===== config.mk =====
export PLATFORM = sky130hd
export DESIGN_NAME = neighbor_fifo_reader
export DESIGN_NICKNAME = d
export VERILOG_FILES = /design/src/rtl/neighbor_fifo_reader.sv
export SDC_FILE = /design/constraint.sdc
export NUM_CORES = 1
export LEC_CHECK = 0
export ABC_AREA = 1
export CORE_MARGIN = 10
export CORE_UTILIZATION = 60
export DETAILED_ROUTE_END_ITERATION = 8
export DONT_BUFFER_PORTS = 1
export GPL_ROUTABILITY_DRIVEN = 0
export PLACE_DENSITY = 0.76
export SLEW_MARGIN = 10
export SYNTH_ARGS = -nofsm -noshare
export SYNTH_HDL_FRONTEND = slang
export SYNTH_SLANG_ARGS = --single-unit

===== constraint.sdc =====
create_clock -name wclk -period 3.45 [get_ports wclk]
set_clock_uncertainty 0.1 [all_clocks]
set_input_delay 0.345 -clock wclk [delete_from_list [all_inputs] [get_ports wclk]]
set_output_delay 0.345 -clock wclk [all_outputs]
set_load 0.01 [all_outputs]

===== src/rtl/neighbor_fifo_reader.sv =====
// neighbor_fifo_reader: read side of the neighbour-info sync FIFO feeding a 2-entry skid buffer,
// with a flush mode that drains and discards FIFO contents, plus saturating delivery/drop counters.
module neighbor_fifo_reader #(
  parameter int DATA_W = 64,
  parameter int CNT_W  = 16
) (
  input  logic              wclk,
  input  logic              rst,
  input  logic              fifo_rempty,
  output logic              fifo_rinc,
  input  logic [DATA_W-1:0] fifo_rdata,
  output logic              out_valid,
  input  logic              out_ready,
  output logic [DATA_W-1:0] out_data,
  input  logic              flush_req,
  output logic              flush_done,
  output logic              busy,
  output logic [CNT_W-1:0]  deliver_cnt,
  output logic [CNT_W-1:0]  drop_cnt
);
  typedef enum logic [1:0] {IDLE, RUN, FLUSH} state_t;
  state_t r_state, w_state_nxt;
  logic r_pend;
  logic [1:0] r_occ;
  logic r_rptr, r_wptr;
  logic [DATA_W-1:0] r_mem [2];
  logic [CNT_W-1:0] r_deliver_cnt, r_drop_cnt;
  logic w_pop, w_push, w_flush_go, w_discard;
  logic [2:0] w_room;
  logic [1:0] w_occ_nxt, w_drop_add;
  logic [CNT_W:0] w_dlv_sum, w_drop_sum;

  assign out_valid   = (r_state != FLUSH) && (r_occ != 2'd0);
  assign out_data    = r_mem[r_rptr];
  assign w_pop       = out_valid && out_ready;
  assign w_flush_go  = flush_req && (r_state != FLUSH);
  // an entry arriving on the flush-entry edge or during FLUSH is dropped, never buffered
  assign w_discard   = w_flush_go || (r_state == FLUSH);
  assign w_push      = r_pend && !w_discard;
  assign w_room      = {1'b0, r_occ} + {2'b0, r_pend} - {2'b0, w_pop};
  assign fifo_rinc   = rst && !fifo_rempty &&
                       ((r_state == FLUSH) || (!flush_req && (w_room < 3'd2)));
  assign w_occ_nxt   = w_flush_go ? 2'd0 : r_occ + {1'b0, w_push} - {1'b0, w_pop};
  assign w_drop_add  = w_flush_go ? r_occ + {1'b0, r_pend} - {1'b0, w_pop}
                                  : ((r_state == FLUSH) ? {1'b0, r_pend} : 2'd0);
  assign w_dlv_sum   = {1'b0, r_deliver_cnt} + {{CNT_W{1'b0}}, w_pop};
  assign w_drop_sum  = {1'b0, r_drop_cnt} + {{(CNT_W-1){1'b0}}, w_drop_add};
  assign busy        = (r_state != IDLE) || (r_occ != 2'd0) || r_pend;
  assign deliver_cnt = r_deliver_cnt;
  assign drop_cnt    = r_drop_cnt;

  always_comb begin
    w_state_nxt = r_state;
    flush_done  = 1'b0;
    case (r_state)
      IDLE:  w_state_nxt = flush_req ? FLUSH : (!fifo_rempty ? RUN : IDLE);
      RUN:   w_state_nxt = flush_req ? FLUSH :
                           ((fifo_rempty && !r_pend && r_occ == 2'd0) ? IDLE : RUN);
      FLUSH: begin
        flush_done  = fifo_rempty && !r_pend;
        w_state_nxt = flush_done ? IDLE : FLUSH;
      end
      default: w_state_nxt = IDLE;
    endcase
  end

  always_ff @(posedge wclk or negedge rst) begin
    if (!rst) begin
      r_state       <= IDLE;
      r_pend        <= 1'b0;
      r_occ         <= 2'd0;
      r_rptr        <= 1'b0;
      r_wptr        <= 1'b0;
      r_mem[0]      <= '0;
      r_mem[1]      <= '0;
      r_deliver_cnt <= '0;
      r_drop_cnt    <= '0;
    end else begin
      r_state       <= w_state_nxt;
      r_pend        <= fifo_rinc;
      r_occ         <= w_occ_nxt;
      r_deliver_cnt <= w_dlv_sum[CNT_W] ? '1 : w_dlv_sum[CNT_W-1:0];
      r_drop_cnt    <= w_drop_sum[CNT_W] ? '1 : w_drop_sum[CNT_W-1:0];
      if (w_push) r_mem[r_wptr] <= fifo_rdata;
      if (w_flush_go) begin
        r_rptr <= 1'b0;
        r_wptr <= 1'b0;
      end else begin
        r_rptr <= r_rptr ^ w_pop;
        r_wptr <= r_wptr ^ w_push;
      end
    end
  end
endmodule


==> summary.md, run 1 <==
| Metric | Value |
|---|---|
| Worst-path clk slew | `0.06 ns` |
| Worst Path Arrival | `3.44 ns` |
| Worst Hold Slack | `-0.485 ns` |
| Fin crit period | `3.19 ns` |
| First-pass GRT wire length | `30.7 mm` |
| Share of cells above drive strength 1 | `13.6%` |
| Finish-stage setup viols | `0` |
| Reg-to-reg critical path startpoint | `r_occ[1]` |
| Status | `finished with violations` |
| Row Count | `41` |
| Minimum setup slack among reg-to-reg paths | `0.26 ns` |
| Die Y | `133 um` |
| # hold bufs at CTS | `64` |
| Crit share post-route | `92.4%` |
| GRT overflow | `0` |
| Startpoint class of the critical path | `flip-flop` |
| Initial Utilization | `61.2%` |
| TritonRoute pass-1 iters | `5` |
| Full die area | `17800 sq um` |
| Setup CP Type | `reg -> reg` |
| TNS Setup | `0 ns` |
| Crit path launch | `r_occ[1]` |
| CTS max path bufs | `2` |
| Root Buffer | `clkbuf_16` |
| Via density | `5.47` |
| Post-synth cell types | `34` |
| Most common cell after layout, fill and taps aside | `nand2_1` |
| Post-Syn Instances | `841` |
| Leak pwr | `0.00431 uW` |
| Sequential area share after synthesis | `54.1%` |
| Actual transition at the worst max-transition pin | `1.17 ns` |
| # IOs | `169` |
| CP Data Required Time | `3.70 ns` |
| DR vias | `5882` |
| Pwr per Cell Area | `788 nW/um^2` |
| Post-synthesis cell area | `7720 sq um` |
| DR WL/cell | `17.3 um` |
| Max Cap Viol | `0` |
| TritonCTS buffer count | `17` |
| Most frequent cells in the layout | `nand2_1 (195), dfrtp_1 (166), o21ai_0 (138), inv_1 (116)` |
| CP Max Fanout | `5` |
| Final Hold Fails | `167` |
| DRC Markers | `0` |
| Routed wire length | `18.6 mm` |
| Area fraction of the dominant cell type after synthesis | `54.1%` |
| Final worst slack | `0.264 ns` |
| Syn nets | `920` |
| Worst vdd ir | `0.000435 V` |
| Fmax | `314 MHz` |
| Core area | `12600 sq um` |
| Final nets | `970` |
| Synthesis-stage register bit count | `167` |
| Yosys warning count | `0` |
| DRT iter0 DRCs | `478` |
| Initial antenna violation count | `1` |
| # port buffers | `0` |
| DP Area | `7840 sq um` |
| P&R area growth vs syn | `18.0%` |
| Largest net degree at the start of global routing | `169` |
| Pre-CTS worst setup slack | `0.128 ns` |
| H-tree Lvls | `4` |
| Finished Cell Area | `9120 sq um` |
| RSZ-0062 raised after global routing | `no` |
| DP HPWL | `12.1 mm` |
| CTS tree | `done` |
| Final max-slew violation count | `0` |
| Top post-synthesis cells by area | `dfrtp_1 (54%), nand2_1 (9.5%), mux2_2 (9.3%)` |
| Vias in the first global route | `6203` |
| Failing checks | `negative hold slack` |
| Path type of the worst min-delay path | `in -> async` |
| Leading area contributor after synthesis | `dfrtp_1` |
| Gr usage total | `21.1%` |
| DRT antenna net count | `0` |
| CTS sink cnt | `167` |
| Die W | `133 um` |
| Clk_lat worst skew | `0.42 ns` |
| Final core utilization | `72.2%` |
| Worst setup EP type | `flip-flop` |
| Syn_area_per_cell | `9.18 sq um` |
| Slew headroom | `21.9%` |
-- worst paths after layout --
kind	to	cells past startpoint
max	drop_cnt[10]	18
min	r_mem[83]	0
max reg2reg	drop_cnt[10]	18
min reg2reg	r_mem[30]	1
max in group asynchronous	r_mem[30]	0
min in group wclk	r_mem[110]	2
-- state kept, by name (all words and copies together), names as in the netlist --
signal	count
deliver_cnt	16
r_wptr	1
r_pend	1
r_rptr	1
drop_cnt	16
r_occ	2
r_mem	128
r_state	2
-- per-stage QoR --
stage / power, uW / cells
after floorplan: 4610 / 841
after global placement: 4990 / 980
after detailed placement: 5140 / 980
after CTS: 7210 / 1075
after global routing: 7640 / 1076
final: 7190 / 1076
-- worst max-delay path, stage by stage, from the launching register on --
cell	delay, ns
dfrtp_1	0.42
inv_1	0.13
nand2_2	0.09
nand3_4	0.11
inv_1	0.07
nand2_1	0.07
nand2_1	0.05
ha_1	0.16
inv_1	0.06
fa_1	0.44
nor2_2	0.16
inv_1	0.07
fa_1	0.40
inv_1	0.10
nand3_2	0.11
nor2_4	0.18
nand3_1	0.10
or2_0	0.21
nand3_1	0.07
-- cell usage after synthesis --
cell / n
or2_1: 1
o22ai_1: 1
nand3_2: 2
ha_1: 8
clkbuf_1: 19
o211ai_1: 1
nand2_1: 195
a21oi_1: 5
nand2_4: 1
dfrtp_1: 167
clkinv_1: 1
nor3_1: 9
nor2_8: 1
xor2_1: 8
xnor2_1: 1
fa_1: 2
buf_1: 2
o21ai_1: 5
inv_1: 116
mux2_2: 64
a31oi_1: 2
nor2_2: 7
nor3_4: 1
buf_2: 15
nand4_2: 1
nand4_1: 8
nor2_1: 25
nand3_4: 1
nand3_1: 22
inv_2: 5
or2_0: 2
nor3_2: 1
o21ai_0: 138
nand2_2: 4
-- area by class of cell --
cell class / count / area [sq um]
inverter: 122 / 458
sequential: 167 / 4180
timing repair buffer: 67 / 676
clock buffer: 23 / 468
fill: 905 / 3500
tap: 172 / 215
multi-input combinational: 516 / 2970
antenna: 1 / 2.50
clock inverter: 8 / 146
-- where the power goes --
| part | total [uW] | switching, uW | internal, uW |
|---|---|---|---|
| clock network | 1980 | 730 | 1250 |
| registers | 3250 | 545 | 2710 |
| logic | 1960 | 1280 | 679 |
| total | 7190 | 2560 | 4630 |
-- per-layer routing --
layer  up-vias  global-route usage, %  share of wire, %
met3        22                   6.54               6.6
met5         -                      0                 0
met4         0                   7.86               1.6
met1      2896                   24.1                40
li1       2782                      -                 -
met2       182                   36.2                52
-- what timing repair did --
action,CTS,global route
setup endpoints to repair,0,15
hold endpoints to repair,294,167
gates resized for setup,0,4
setup buffers,0,0
-- cell families (layout without fill, tap and decap cells) --
family | after synthesis | after routing | synth area share [%]
buffers and inverters | 158 | 220 | 7.92
DFF | 167 | 167 | 54.1
other | 0 | 1 | 0
muxes | 64 | 64 | 9.33
adders and majority gates | 10 | 10 | 1.81
xor gates and xnor gates | 9 | 9 | 1.02
AOI/OAI and AO/OA | 152 | 152 | 9.93
and+or+nand+nor | 281 | 281 | 15.9
Note: power is estimated with default switching activity, not from simulation.
==> inputs of run 2 (changes only) <==
TNS_END_PERCENT = 30   (was default)
==> results of run 2 <==
The final DEF is identical to that of run 1; final timing and power are the same.
